### config.mk
export PLATFORM = sky130hd
export DESIGN_NAME = work_dispatcher_flat
export DESIGN_NICKNAME = d
export VERILOG_FILES = /design/src/rtl/work_pkg.sv /design/src/rtl/work_dispatcher_if.sv /design/src/rtl/golden_hit_fifo.sv /design/src/rtl/work_dispatcher.sv /design/src/flat_wrapper.sv
export SDC_FILE = /design/constraint.sdc
export NUM_CORES = 1
export LEC_CHECK = 0
export ABC_CLOCK_PERIOD_IN_PS = 9210
export CAP_MARGIN = 40
export CORE_AREA = 2 2 350 352
export CTS_CLUSTER_SIZE = 40
export DETAILED_ROUTE_END_ITERATION = 8
export DIE_AREA = 0 0 352 354
export DONT_BUFFER_PORTS = 1
export PLACE_DENSITY = 0.45
export REMOVE_ABC_BUFFERS = 1
export SKIP_LAST_GASP = 1
export SLEW_MARGIN = 20
export SYNTH_ARGS = -nofsm -noshare
export SYNTH_HDL_FRONTEND = slang
export SYNTH_SLANG_ARGS = --single-unit
### constraint.sdc
create_clock -name hash_clk -period 9.21 [get_ports hash_clk]
set_clock_uncertainty 0.05 [all_clocks]
set_input_delay 0.921 -clock hash_clk [delete_from_list [all_inputs] [get_ports hash_clk]]
set_output_delay 0.921 -clock hash_clk [all_outputs]
set_load 0.02 [all_outputs]
### src/rtl/work_pkg.sv
// Shared types and widths for the work dispatcher block.
package work_pkg;

   localparam int NONCE_W       = 32;
   localparam int MIDSTATE_W    = 256;
   localparam int DATA_W        = 96;
   localparam int TAG_W_DEFAULT = 4;

   typedef enum logic {
      DISP_IDLE,
      DISP_RUN
   } disp_state_t;

   typedef enum logic [1:0] {
      SEQ_IDLE,
      SEQ_HOLD,
      SEQ_GAP
   } seq_state_t;

endpackage

### src/rtl/work_dispatcher_if.sv
// Job, hash-pipeline and golden-ticket signals of the work dispatcher.
interface work_dispatcher_if #(
   parameter int TAG_W = work_pkg::TAG_W_DEFAULT
) ();
   import work_pkg::*;

   logic                  new_work;
   logic [MIDSTATE_W-1:0] midstate;
   logic [DATA_W-1:0]     work_data;
   logic [NONCE_W-1:0]    nonce_min;
   logic [NONCE_W-1:0]    nonce_max;

   logic                  job_valid;
   logic                  job_ready;
   logic [NONCE_W-1:0]    job_nonce;
   logic [MIDSTATE_W-1:0] job_midstate;
   logic [DATA_W-1:0]     job_data;
   logic [TAG_W-1:0]      job_tag;

   logic                  hit_valid;
   logic [NONCE_W-1:0]    hit_nonce;
   logic [TAG_W-1:0]      hit_tag;

   logic                  new_golden_ticket;
   logic [NONCE_W-1:0]    golden_nonce;
   logic                  need_work;
   logic [7:0]            hits_dropped;

   modport master (
      input  new_work, midstate, work_data, nonce_min, nonce_max,
      input  job_ready, hit_valid, hit_nonce, hit_tag,
      output job_valid, job_nonce, job_midstate, job_data, job_tag,
      output new_golden_ticket, golden_nonce, need_work, hits_dropped
   );

   modport slave (
      output new_work, midstate, work_data, nonce_min, nonce_max,
      output job_ready, hit_valid, hit_nonce, hit_tag,
      input  job_valid, job_nonce, job_midstate, job_data, job_tag,
      input  new_golden_ticket, golden_nonce, need_work, hits_dropped
   );

endinterface

### src/rtl/golden_hit_fifo.sv
// Small synchronous FIFO; a push into a full FIFO is accepted only alongside a pop.
module golden_hit_fifo #(
   parameter int DEPTH = 4,
   parameter int WIDTH = 32,
   localparam int PTR_W = (DEPTH > 1) ? $clog2(DEPTH) : 1,
   localparam int CNT_W = $clog2(DEPTH + 1)
) (
   input  logic             hash_clk,
   input  logic             rst_n,
   input  logic             push,
   input  logic [WIDTH-1:0] push_data,
   input  logic             pop,
   output logic [WIDTH-1:0] pop_data,
   output logic             full,
   output logic             empty,
   output logic [CNT_W-1:0] count
);

   logic [WIDTH-1:0] mem [DEPTH];
   logic [PTR_W-1:0] wr_ptr;
   logic [PTR_W-1:0] rd_ptr;
   logic [CNT_W-1:0] cnt;
   logic             wr_en;
   logic             rd_en;

   function automatic logic [PTR_W-1:0] bump(input logic [PTR_W-1:0] p);
      return (p == PTR_W'(DEPTH - 1)) ? '0 : p + PTR_W'(1);
   endfunction

   assign full     = (cnt == CNT_W'(DEPTH));
   assign empty    = (cnt == '0);
   assign count    = cnt;
   assign pop_data = mem[rd_ptr];
   assign rd_en    = pop && !empty;
   assign wr_en    = push && (!full || rd_en);

   always_ff @(posedge hash_clk or negedge rst_n) begin
      if (!rst_n) begin
         for (int i = 0; i < DEPTH; i++) mem[i] <= '0;
         wr_ptr <= '0;
         rd_ptr <= '0;
         cnt    <= '0;
      end else begin
         if (wr_en) begin
            mem[wr_ptr] <= push_data;
            wr_ptr      <= bump(wr_ptr);
         end
         if (rd_en) rd_ptr <= bump(rd_ptr);
         case ({wr_en, rd_en})
            2'b10:   cnt <= cnt + CNT_W'(1);
            2'b01:   cnt <= cnt - CNT_W'(1);
            default: cnt <= cnt;
         endcase
      end
   end

endmodule

### src/rtl/work_dispatcher.sv
// Walks each job's inclusive nonce range onto the hash pipeline and turns
// tag-matched hits into held golden tickets for the slower UART clock domain.
module work_dispatcher
   import work_pkg::*;
#(
   parameter int TAG_W       = TAG_W_DEFAULT,
   parameter int HIT_DEPTH   = 4,
   parameter int TICKET_HOLD = 8
) (
   input  logic              hash_clk,
   input  logic              rst_n,
   work_dispatcher_if.master bus
);

   localparam int CNT_W   = $clog2(HIT_DEPTH + 1);
   localparam int TIMER_W = $clog2(TICKET_HOLD + 1);

   disp_state_t           state_q, state_d;
   logic                  valid_q, valid_d;
   logic [NONCE_W-1:0]    cur_q, cur_d;
   logic [NONCE_W-1:0]    end_q, end_d;
   logic [TAG_W-1:0]      tag_q, tag_d;
   logic [MIDSTATE_W-1:0] mid_q, mid_d;
   logic [DATA_W-1:0]     data_q, data_d;

   seq_state_t            seq_q, seq_d;
   logic [TIMER_W-1:0]    timer_q, timer_d;
   logic                  ticket_q, ticket_d;
   logic [NONCE_W-1:0]    golden_q, golden_d;
   logic [7:0]            dropped_q;

   logic                  pop;
   logic                  push;
   logic                  drop;
   logic                  tag_match;
   logic [NONCE_W-1:0]    fifo_data;
   logic                  fifo_full;
   logic                  fifo_empty;
   logic [CNT_W-1:0]      fifo_count;

   assign bus.job_valid         = valid_q;
   assign bus.job_nonce         = cur_q;
   assign bus.job_tag           = tag_q;
   assign bus.job_midstate      = mid_q;
   assign bus.job_data          = data_q;
   assign bus.need_work         = (state_q == DISP_IDLE);
   assign bus.new_golden_ticket = ticket_q;
   assign bus.golden_nonce      = golden_q;
   assign bus.hits_dropped      = dropped_q;

   // A new job always wins the state update and forces one cycle of invalid
   // output while the freshly loaded fields settle.
   always_comb begin
      state_d = state_q;
      valid_d = 1'b0;
      cur_d   = cur_q;
      end_d   = end_q;
      tag_d   = tag_q;
      mid_d   = mid_q;
      data_d  = data_q;
      if (bus.new_work) begin
         mid_d   = bus.midstate;
         data_d  = bus.work_data;
         end_d   = bus.nonce_max;
         cur_d   = bus.nonce_min;
         tag_d   = tag_q + TAG_W'(1);
         state_d = (bus.nonce_min <= bus.nonce_max) ? DISP_RUN : DISP_IDLE;
      end else if (state_q == DISP_RUN) begin
         valid_d = 1'b1;
         if (valid_q && bus.job_ready) begin
            if (cur_q == end_q) begin
               state_d = DISP_IDLE;
               valid_d = 1'b0;
            end else begin
               cur_d = cur_q + NONCE_W'(1);
            end
         end
      end
   end

   always_ff @(posedge hash_clk or negedge rst_n) begin
      if (!rst_n) begin
         state_q <= DISP_IDLE;
         valid_q <= 1'b0;
         cur_q   <= '0;
         end_q   <= '0;
         tag_q   <= '0;
         mid_q   <= '0;
         data_q  <= '0;
      end else begin
         state_q <= state_d;
         valid_q <= valid_d;
         cur_q   <= cur_d;
         end_q   <= end_d;
         tag_q   <= tag_d;
         mid_q   <= mid_d;
         data_q  <= data_d;
      end
   end

   // Back-to-back tickets pop straight out of the last gap cycle so the low
   // gap is exactly TICKET_HOLD cycles.
   always_comb begin
      seq_d    = seq_q;
      timer_d  = timer_q;
      ticket_d = ticket_q;
      golden_d = golden_q;
      pop      = 1'b0;
      case (seq_q)
         SEQ_IDLE: pop = !fifo_empty;
         SEQ_HOLD: begin
            if (timer_q == '0) begin
               seq_d    = SEQ_GAP;
               ticket_d = 1'b0;
               timer_d  = TIMER_W'(TICKET_HOLD - 1);
            end else begin
               timer_d = timer_q - TIMER_W'(1);
            end
         end
         SEQ_GAP: begin
            if (timer_q == '0) begin
               pop   = !fifo_empty;
               seq_d = SEQ_IDLE;
            end else begin
               timer_d = timer_q - TIMER_W'(1);
            end
         end
         default: seq_d = SEQ_IDLE;
      endcase
      if (pop) begin
         seq_d    = SEQ_HOLD;
         ticket_d = 1'b1;
         timer_d  = TIMER_W'(TICKET_HOLD - 1);
         golden_d = fifo_data;
      end
   end

   assign tag_match = bus.hit_valid && (bus.hit_tag == tag_q);
   assign push      = tag_match && ((fifo_count < CNT_W'(HIT_DEPTH)) || pop);
   assign drop      = bus.hit_valid && (!tag_match || (fifo_full && !pop));

   always_ff @(posedge hash_clk or negedge rst_n) begin
      if (!rst_n) begin
         seq_q     <= SEQ_IDLE;
         timer_q   <= '0;
         ticket_q  <= 1'b0;
         golden_q  <= '0;
         dropped_q <= '0;
      end else begin
         seq_q    <= seq_d;
         timer_q  <= timer_d;
         ticket_q <= ticket_d;
         golden_q <= golden_d;
         if (drop && (dropped_q != 8'hFF)) dropped_q <= dropped_q + 8'd1;
      end
   end

   golden_hit_fifo #(
      .DEPTH (HIT_DEPTH),
      .WIDTH (NONCE_W)
   ) u_hit_fifo (
      .hash_clk  (hash_clk),
      .rst_n     (rst_n),
      .push      (push),
      .push_data (bus.hit_nonce),
      .pop       (pop),
      .pop_data  (fifo_data),
      .full      (fifo_full),
      .empty     (fifo_empty),
      .count     (fifo_count)
   );

endmodule
### src/flat_wrapper.sv
// flat-port wrapper written by rule: the top's interface ports become plain ports
module work_dispatcher_flat import work_pkg::*;
#(
   parameter int TAG_W       = TAG_W_DEFAULT,
   parameter int HIT_DEPTH   = 4,
   parameter int TICKET_HOLD = 8
)
  (hash_clk, rst_n, bus_new_work, bus_midstate, bus_work_data, bus_nonce_min, bus_nonce_max, bus_job_ready, bus_hit_valid, bus_hit_nonce, bus_hit_tag, bus_job_valid, bus_job_nonce, bus_job_midstate, bus_job_data, bus_job_tag, bus_new_golden_ticket, bus_golden_nonce, bus_need_work, bus_hits_dropped);
  work_dispatcher_if #(.TAG_W(TAG_W)) bus_i ();
  input  logic hash_clk;
  input  logic rst_n;
  input wire logic [$bits(bus_i.new_work)-1:0] bus_new_work;
  input wire logic [$bits(bus_i.midstate)-1:0] bus_midstate;
  input wire logic [$bits(bus_i.work_data)-1:0] bus_work_data;
  input wire logic [$bits(bus_i.nonce_min)-1:0] bus_nonce_min;
  input wire logic [$bits(bus_i.nonce_max)-1:0] bus_nonce_max;
  input wire logic [$bits(bus_i.job_ready)-1:0] bus_job_ready;
  input wire logic [$bits(bus_i.hit_valid)-1:0] bus_hit_valid;
  input wire logic [$bits(bus_i.hit_nonce)-1:0] bus_hit_nonce;
  input wire logic [$bits(bus_i.hit_tag)-1:0] bus_hit_tag;
  output wire logic [$bits(bus_i.job_valid)-1:0] bus_job_valid;
  output wire logic [$bits(bus_i.job_nonce)-1:0] bus_job_nonce;
  output wire logic [$bits(bus_i.job_midstate)-1:0] bus_job_midstate;
  output wire logic [$bits(bus_i.job_data)-1:0] bus_job_data;
  output wire logic [$bits(bus_i.job_tag)-1:0] bus_job_tag;
  output wire logic [$bits(bus_i.new_golden_ticket)-1:0] bus_new_golden_ticket;
  output wire logic [$bits(bus_i.golden_nonce)-1:0] bus_golden_nonce;
  output wire logic [$bits(bus_i.need_work)-1:0] bus_need_work;
  output wire logic [$bits(bus_i.hits_dropped)-1:0] bus_hits_dropped;
  assign bus_i.new_work = bus_new_work;
  assign bus_i.midstate = bus_midstate;
  assign bus_i.work_data = bus_work_data;
  assign bus_i.nonce_min = bus_nonce_min;
  assign bus_i.nonce_max = bus_nonce_max;
  assign bus_i.job_ready = bus_job_ready;
  assign bus_i.hit_valid = bus_hit_valid;
  assign bus_i.hit_nonce = bus_hit_nonce;
  assign bus_i.hit_tag = bus_hit_tag;
  assign bus_job_valid = bus_i.job_valid;
  assign bus_job_nonce = bus_i.job_nonce;
  assign bus_job_midstate = bus_i.job_midstate;
  assign bus_job_data = bus_i.job_data;
  assign bus_job_tag = bus_i.job_tag;
  assign bus_new_golden_ticket = bus_i.new_golden_ticket;
  assign bus_golden_nonce = bus_i.golden_nonce;
  assign bus_need_work = bus_i.need_work;
  assign bus_hits_dropped = bus_i.hits_dropped;
  work_dispatcher #(.TAG_W(TAG_W), .HIT_DEPTH(HIT_DEPTH), .TICKET_HOLD(TICKET_HOLD)) u_core (.hash_clk(hash_clk), .rst_n(rst_n), .bus(bus_i));
endmodule
==> results by group, run 1 <==
STA
  – Hold Vio Cnt, Final: 0
  – Worst-Margin Slew: 1.58 ns
  – Relative slew slack: -5.25%
  – Post-layout minimum cycle time: 3.23 ns
  – Fmax: 310 MHz
  – Unrepaired setup endpoints after global routing: no
  – Final setup violation count: 0
  – Final TNS setup: 0 ns
  – Worst hold margin: 0.0576 ns
  – Final period utilization: 35.1%
  – Final Slew Violations: 68

Global routing
  – Initial antenna violation count: 80
  – Gr usage total: 13.3%
  – Number of global-route vias before repair: 15800
  – First-pass GRT wire length: 120000 um
  – Total congestion overflow: 0
  – Largest net degree at the start of global routing: 605

Worst setup path
  – Crit path max-delay cell type: buf_4
  – WP data arrival: 3.73 ns
  – Worst r2r dst: u_core.u_hit_fifo.count[2]
  – Crit end category: register
  – Worst Path Required: 9.71 ns
  – Top cell family by delay on the critical path: simple AND/OR/NAND/NOR gates
  – CP max stage delay: 0.46 ns
  – Crit path launch type: register
  – CP Class: reg -> reg
  – Critical path peak fanout: 35
  – Worst Reg-to-Reg Cells: 13
  – Origin of the critical flop-to-flop path: u_core.timer_q[0]
  – R2R setup slack: 5.98 ns
  – Bufs and invs on worst path: 3
  – Critical Path, Cell by Cell: inv_1 -> ha_1 -> or3b_1 -> nand2_1 -> nand2_1 -> nor2_4 -> buf_4 -> ha_1 -> inv_1 -> fa_1 -> xor2_1 -> nor2_1 -> xor2_1

Outcome
  – Failing checks: max-slew violations
  – Outcome: finished, violations left

Floorplan
  – Row count: 128
  – Core footprint: 121000 um^2
  – Die width: 352 um
  – Die Ht: 354 um
  – Die area: 125000 um^2
  – Ports: 888
  – Starting Density: 20.9%

Detailed routing
  – Detail Route Antenna Nets: 0
  – Initial DRC count: 685
  – Vias: 14600
  – Drt first pass iters: 5
  – DRT Wirelength: 89000 um
  – Number of vias per cell: 4.28
  – Post-route DRC: 0
  – Mean routed wirelength per cell: 26.0 um

Clock tree
  – CTS Buf Count: 75
  – Clk Latency, worst-skew pair: 0.63 ns
  – Post-cts resize count: 0
  – CTS tree: built
  – CTS sink count: 604
  – # Post-CTS Setup Buffers: 0
  – CTS root buffer: clkbuf_16
  – Clock transition at path regs: 0.06 ns
  – Clock buffer depth: 3
  – H-tree Lvls: 3

Final layout
  – Final instance area: 30000 um^2
  – Layout Nets: 2226
  – Multi-input gate area: 9660 um^2
  – Layout Area Growth over Synthesis: 18.6%
  – Fillers: 12500
  – Layout cells sized above 1: 41.0%
  – Sequential Area: 15100 um^2

Synth
  – Share of the synthesized area in the top cell type: 59.8%
  – Synth unique cells: 52
  – Synthesized area per cell: 14.8 um^2
  – FF+latch count, synth: 604
  – Ys async rst share: 100%
  – Seq/Total Area, Yosys: 59.8%
  – EDFF count, synth: 0
  – Ys Warns: 0
  – Top post-synthesis cells by area: dfrtp_1 60%, mux2_2 24%, mux4_2 2.9%
  – Cells after synthesis: 1713
  – Post-synth top area cell: dfrtp_1
  – Most used DFF post-synth: dfrtp_1
  – Post-Syn Area: 25300 um^2

Place
  – HPWL after DPL: 63100 um
  – PortBufs: 0
  – Area after DPL: 27100 um^2
  – Placer Congestion: 0.842

Flow run
  – Max cap viols: 0

Power
  – Switching Fraction: 30.0%
  – Lkg Pwr: 12.6 nW
  – Combinational Power Share: 13.6%
  – Clock Power Share: 38.1%
  – Sequential power share: 48.3%
  – P_sw: 2.44 mW
  – Peak VDD IR: 0.143 mV
  – Power Internal: 5.69 mW
  – Pwr Density: 271 nW/um^2

Hold path
  – Hold Path Class: in -> async
==> worst register-to-register path, cell delays in order (launching register included) <==
cell     delay, ns
dfrtp_1       0.40
inv_1         0.08
ha_1          0.18
or3b_1        0.45
nand2_1       0.19
nand2_1       0.11
nor2_4        0.08
buf_4         0.46
ha_1          0.30
inv_1         0.06
fa_1          0.37
xor2_1        0.15
nor2_1        0.12
xor2_1        0.15
==> kinds of logic after synthesis <==
logic type | synth area share (%)
buffers and inverters | 2.05
AO/OA/AOI/OAI | 3.02
adder cells (fa/ha/maj) | 2.16
multiplexers | 27.3
flip-flops | 59.8
AND/OR/NAND/NOR | 3.34
XOR/XNOR | 2.29
==> worst max-delay path by stage <==
stage	cells past startpoint	from	end	slack (ns)
3_5_place_dp	13	u_core.timer_q[0]	u_core.u_hit_fifo.count[2]	5.93
2_1_floorplan	12	u_core.timer_q[0]	u_core.u_hit_fifo.count[2]	5.20
6_report	13	u_core.timer_q[0]	u_core.u_hit_fifo.count[2]	5.98
5_1_grt	13	u_core.timer_q[0]	u_core.u_hit_fifo.count[2]	5.75
3_3_place_gp	13	u_core.timer_q[0]	u_core.u_hit_fifo.count[2]	6.00
4_1_cts	13	u_core.timer_q[0]	u_core.u_hit_fifo.count[2]	5.92
==> cells in the mapped netlist, types with 2 or more instances <==
master and count:
dfrtp_1 604, mux2_2 548, clkbuf_1 68, xnor2_1 60, nand2_1 55, inv_1 47
ha_1 42, o21ai_0 38, mux4_2 32, nand4_1 29, a21oi_1 24, nor2_1 21
a31oi_1 14, nand3_1 14, buf_2 12, a211oi_1 10, a21o_1 10, or3_1 8
and3_1 7, buf_1 6, o31ai_1 6, xor2_1 6, and4_1 4, nor3_1 4
nor4_1 4, or4_1 4, a2111oi_0 3, a211o_1 3, nand2b_1 3, a21boi_0 2
mux2i_1 2, nand3b_1 2, nor2b_1 2
==> placed cells by master (no fill, tap or decap), drive strengths merged, types with 14 or more instances in the layout <==
cell type / instances
mux4: 32
clkinv: 16
nand2: 55
a21oi: 24
xnor2: 60
nor2: 21
buf: 20
diode: 15
ha: 42
clkbuf: 104
o21ai: 38
nand4: 29
nand3: 14
a31oi: 14
mux2: 548
dfrtp: 604
inv: 50
==> power groups by stage <==
stage	Sequential, mW	Combinational (mW)	Clock, mW
2_1_floorplan	3.80	0.810	0
3_3_place_gp	3.99	0.969	0
3_5_place_dp	3.98	1.04	0
4_1_cts	3.94	1.05	3.19
5_1_grt	3.99	1.22	3.31
6_report	3.93	1.11	3.10
==> cell type report <==
| cell class | instances | area share [%] |
|---|---|---|
| Clock inverter | 31 | 1.41 |
| Inverter | 47 | 0.588 |
| Sequential cell | 604 | 50.4 |
| Timing Repair Buffer | 23 | 1.15 |
| Clock buffer | 104 | 7.30 |
| Antenna cell | 15 | 0.125 |
| Tap cell | 1625 | 6.78 |
| Multi-Input combinational cell | 975 | 32.2 |
==> layer usage <==
layer,global-route usage [%],wire [um],up-vias
li1,-,-,6224
met1,14.3,32600,7446
met2,21.3,41100,697
met3,7.54,11500,227
met4,5.62,3560,46
met5,0,304,-
==> state kept, by name (all words and copies together), names as in the netlist, 3 cells and up <==
register                 count
u_core.bus.job_midstate    256
u_core.u_hit_fifo.count      3
u_core.bus.golden_nonce     32
u_core.end_q                32
u_core.timer_q               4
u_core.u_hit_fifo.mem      128
u_core.bus.hits_dropped      8
u_core.bus.job_tag           4
u_core.bus.job_data         96
u_core.bus.job_nonce        32
==> through the flow <==
stage / util [%] / instances / total power [mW] / setup WS, ns
after floorplan: - / 1626 / 4.61 / 5.20
after global placement: 22.4 / 3259 / 4.96 / 6.00
after detailed placement: 22.4 / 3261 / 5.02 / 5.93
after CTS: 24.6 / 3396 / 8.18 / 5.92
after global routing: 24.8 / 3410 / 8.52 / 5.75
final: 24.8 / 3424 / 8.13 / 5.98
No activity file was read; power rests on OpenSTA's default activity.
==> inputs of run 2 (changes only) <==
--- a/config.mk
+++ b/config.mk
@@ -5,14 +5,14 @@
 export SDC_FILE = /design/constraint.sdc
 export NUM_CORES = 1
 export LEC_CHECK = 0
-export ABC_CLOCK_PERIOD_IN_PS = 9210
+export ABC_CLOCK_PERIOD_IN_PS = 2800
 export CAP_MARGIN = 40
 export CORE_AREA = 2 2 350 352
 export CTS_CLUSTER_SIZE = 40
 export DETAILED_ROUTE_END_ITERATION = 8
 export DIE_AREA = 0 0 352 354
 export DONT_BUFFER_PORTS = 1
-export PLACE_DENSITY = 0.45
+export PLACE_DENSITY = 0.46
 export REMOVE_ABC_BUFFERS = 1
 export SKIP_LAST_GASP = 1
 export SLEW_MARGIN = 20
==> constraint.sdc (replaced) <==
create_clock -name hash_clk -period 2.8 [get_ports hash_clk]
set_clock_uncertainty 0.05 [all_clocks]
set_input_delay 0.28 -clock hash_clk [delete_from_list [all_inputs] [get_ports hash_clk]]
set_output_delay 0.28 -clock hash_clk [all_outputs]
set_load 0.02 [all_outputs]
==> results by group, run 2 (same netlist as run 1, synthesis figures left out) <==
Worst setup path
  – CP max stage delay: 0.40 ns (was 0.46 ns)
  – Crit path launch type: register (unchanged)
  – Crit end category: register (unchanged)
  – Origin of the critical flop-to-flop path: u_core.timer_q[0] (unchanged)
  – CP Class: reg -> reg (unchanged)
  – Bufs and invs on worst path: 3 (unchanged)
  – Worst Reg-to-Reg Cells: 12 (was 13)
  – Critical path peak fanout: 3 (was 35)
  – R2R setup slack: 0.12 ns (was 5.98 ns)
  – Top cell family by delay on the critical path: adder cells (was simple AND/OR/NAND/NOR gates)
  – Worst r2r dst: u_core.u_hit_fifo.count[2] (unchanged)
  – Worst Path Required: 3.28 ns (was 9.71 ns)
  – WP data arrival: 3.16 ns (was 3.73 ns)
  – Critical Path, Cell by Cell: inv_1 -> ha_1 -> or3b_4 -> a21o_1 -> a2111oi_4 -> inv_1 -> ha_1 -> inv_1 -> fa_1 -> xor2_1 -> nor2_1 -> xor2_1 (was inv_1 -> ha_1 -> or3b_1 -> nand2_1 -> nand2_1 -> nor2_4 -> buf_4 -> ha_1 -> inv_1 -> fa_1 -> xor2_1 -> nor2_1 -> xor2_1)
  – Worst path most repeated cell: inv_1
  – Crit path max-delay cell type: dfrtp_1 (was buf_4)

Power
  – Power Internal: 19.8 mW (was 5.69 mW)
  – Switching Fraction: 29.9% (was 30.0%)
  – Lkg Pwr: 15.7 nW (was 12.6 nW)
  – P_sw: 8.44 mW (was 2.44 mW)
  – Peak VDD IR: 0.397 mV (was 0.143 mV)
  – Combinational Power Share: 18.0% (was 13.6%)
  – Total power: 28.3 mW (was 8.13 mW)
  – Clock Power Share: 37.1% (was 38.1%)
  – Pwr Density: 761 nW/um^2 (was 271 nW/um^2)
  – Sequential power share: 44.9% (was 48.3%)

Detailed routing
  – Initial DRC count: 984 (was 685)
  – Detail Route Antenna Nets: 0 (unchanged)
  – Mean routed wirelength per cell: 22.3 um (was 26.0 um)
  – Post-route DRC: 0 (unchanged)
  – DRT Wirelength: 92600 um (was 89000 um)
  – Number of vias per cell: 4.23 (was 4.28)
  – Vias: 17500 (was 14600)
  – Drt first pass iters: 5 (unchanged)

Final layout
  – Commonest non-fill, non-tap cell in the layout: dlygate4sd3_1 (was dfrtp_1)
  – Layout Area Growth over Synthesis: 46.9% (was 18.6%)
  – Fillers: 12000 (was 12500)
  – Post-Route Utilization: 30.7% (was 24.8%)
  – Max reg flops: 256 (unchanged)
  – Most frequent cells in the layout: 680 x dlygate4sd3_1, 603 x dfrtp_1, 548 x mux2_2, 78 x clkbuf_16, 57 x xnor2_1 (was 602 x dfrtp_1, 548 x mux2_2, 77 x clkbuf_16, 60 x xnor2_1, 55 x nand2_1)
  – Layout cells sized above 1: 31.0% (was 41.0%)
  – Layout Nets: 2942 (was 2226)
  – Fin cells: 4144 (was 3424)

Clock tree
  – Clock buffer depth: 3 (unchanged)
  – CTS Buf Count: 75 (unchanged)
  – Clock transition at path regs: 0.06 ns (about the same)
  – Clk Latency, worst-skew pair: 0.67 ns (was 0.63 ns)
  – H-tree Lvls: 3 (unchanged)
  – CTS sink count: 604 (unchanged)
  – CTS root buffer: clkbuf_16 (unchanged)
  – Post-CTS Hold Buffers: 681
  – CTS tree: built (unchanged)

Place
  – Dpl cells: 3303 (was 3261)
  – PortBufs: 0 (unchanged)
  – HPWL after DPL: 62700 um (was 63100 um)
  – Placer Congestion: 0.829 (was 0.842)

STA
  – Fmax: 374 MHz (was 310 MHz)
  – Worst-Margin Slew: 1.70 ns (was 1.58 ns)
  – Post-layout minimum cycle time: 2.68 ns (was 3.23 ns)
  – Hold Vio Cnt, Final: 190 (was 0)
  – Worst hold margin: -0.730 ns (was 0.0576 ns)
  – Final Slew Violations: 128 (was 68)
  – Final setup violation count: 0 (unchanged)
  – Final TNS setup: 0 ns (unchanged)
  – Final period utilization: 95.6% (was 35.1%)
  – Relative slew slack: -13.1% (was -5.25%)

Hold path
  – Hold Path Class: in -> async (unchanged)

Floorplan
  – Die area: 125000 um^2 (unchanged)
  – Die Ht: 354 um (unchanged)
  – Die width: 352 um (unchanged)
  – Starting Density: 20.9% (unchanged)
  – Row count: 128 (unchanged)
  – Core footprint: 121000 um^2 (unchanged)
  – Ports: 888 (unchanged)

Outcome
  – Outcome: finished, violations left (unchanged)
  – Failing checks: negative hold slack, max-slew violations (was max-slew violations)

Global routing
  – Number of global-route vias before repair: 19500 (was 15800)
  – Total congestion overflow: 0 (unchanged)
  – Gr usage total: 14.6% (was 13.3%)
  – First-pass GRT wire length: 135000 um (was 120000 um)
  – Largest net degree at the start of global routing: 605 (unchanged)
  – Initial antenna violation count: 50 (was 80)

Flow run
  – Max cap viols: 0 (unchanged)
[run 2: changes by cell type in the layout (fill, tap and decap cells not counted), sizes merged]
cell / delta
buf: +39
inv: +3
clkinvlp: -1
dlygate4sd3: +677
clkinv: -7
clkbuf: +9
[run 2: cell type report]
type | count | area (um^2) | area share [%]
flip-flops and latches | 604 | 15100 | 40.7
multi-input cells | 975 | 9690 | 26.1
repair buffers | 739 | 7400 | 19.9
clock buffers | 113 | 2280 | 6.15
well taps | 1625 | 2030 | 5.48
clock inverters | 26 | 398 | 1.07
inverters | 47 | 176 | 0.475
diodes | 15 | 37.5 | 0.101
[run 2: metal layers]
metal | up-vias | global-route usage (%) | share of wire, % | wire (um)
li1 | 7635 | - | - | -
met1 | 8993 | 16.2 | 38 | 34900
met2 | 712 | 25.0 | 50 | 46200
met3 | 172 | 6.02 | 9.5 | 8830
met4 | 36 | 4.97 | 2.7 | 2490
met5 | - | 0 | 0.25 | 235
[run 2: metrics by stage]
step	setup slack, ns	instance area (um^2)
floorplan	-1.21	24900
global placement	0.0822	27400
detailed placement	0.0907	27400
CTS	0.0395	36900
global route	-0.0330	37100
finish	0.124	37100
[run 2: timing repair]
item	CTS	global route
gates resized for setup	0	5
setup endpoints to repair	0	5
hold endpoints to repair	1154	190
buffers inserted	0	2
[run 2: worst max-delay path by stage]
stage                              from                         end  slack (ns)  cells past startpoint
6_report              u_core.timer_q[0]  u_core.u_hit_fifo.count[2]        0.12                     12
5_1_grt               u_core.timer_q[1]  u_core.u_hit_fifo.count[2]       -0.03                     12
4_1_cts        u_core.bus.job_nonce[17]    u_core.bus.job_nonce[20]        0.04                      8
3_5_place_dp          u_core.timer_q[0]  u_core.u_hit_fifo.count[2]        0.09                     12
3_3_place_gp          u_core.timer_q[0]  u_core.u_hit_fifo.count[2]        0.08                     12
2_1_floorplan         u_core.timer_q[0]  u_core.u_hit_fifo.count[2]       -1.21                     12
[run 2: power groups by stage]
stage | Sequential, mW | Combinational (mW) | Clock (mW)
finish | 12.7 | 5.08 | 10.5
global route | 12.9 | 5.53 | 11.2
CTS | 12.7 | 4.89 | 10.9
detailed placement | 12.9 | 3.81 | 0
global placement | 12.8 | 3.67 | 0
floorplan | 12.5 | 2.66 | 0
[run 2: worst register-to-register path, cell delays in order, from the launching register on]
cell and delay, ns:
dfrtp_1 0.40, inv_1 0.08, ha_1 0.19, or3b_4 0.39, a21o_1 0.21, a2111oi_4 0.31
inv_1 0.10, ha_1 0.23, inv_1 0.07, fa_1 0.17, xor2_1 0.16, nor2_1 0.07
xor2_1 0.14
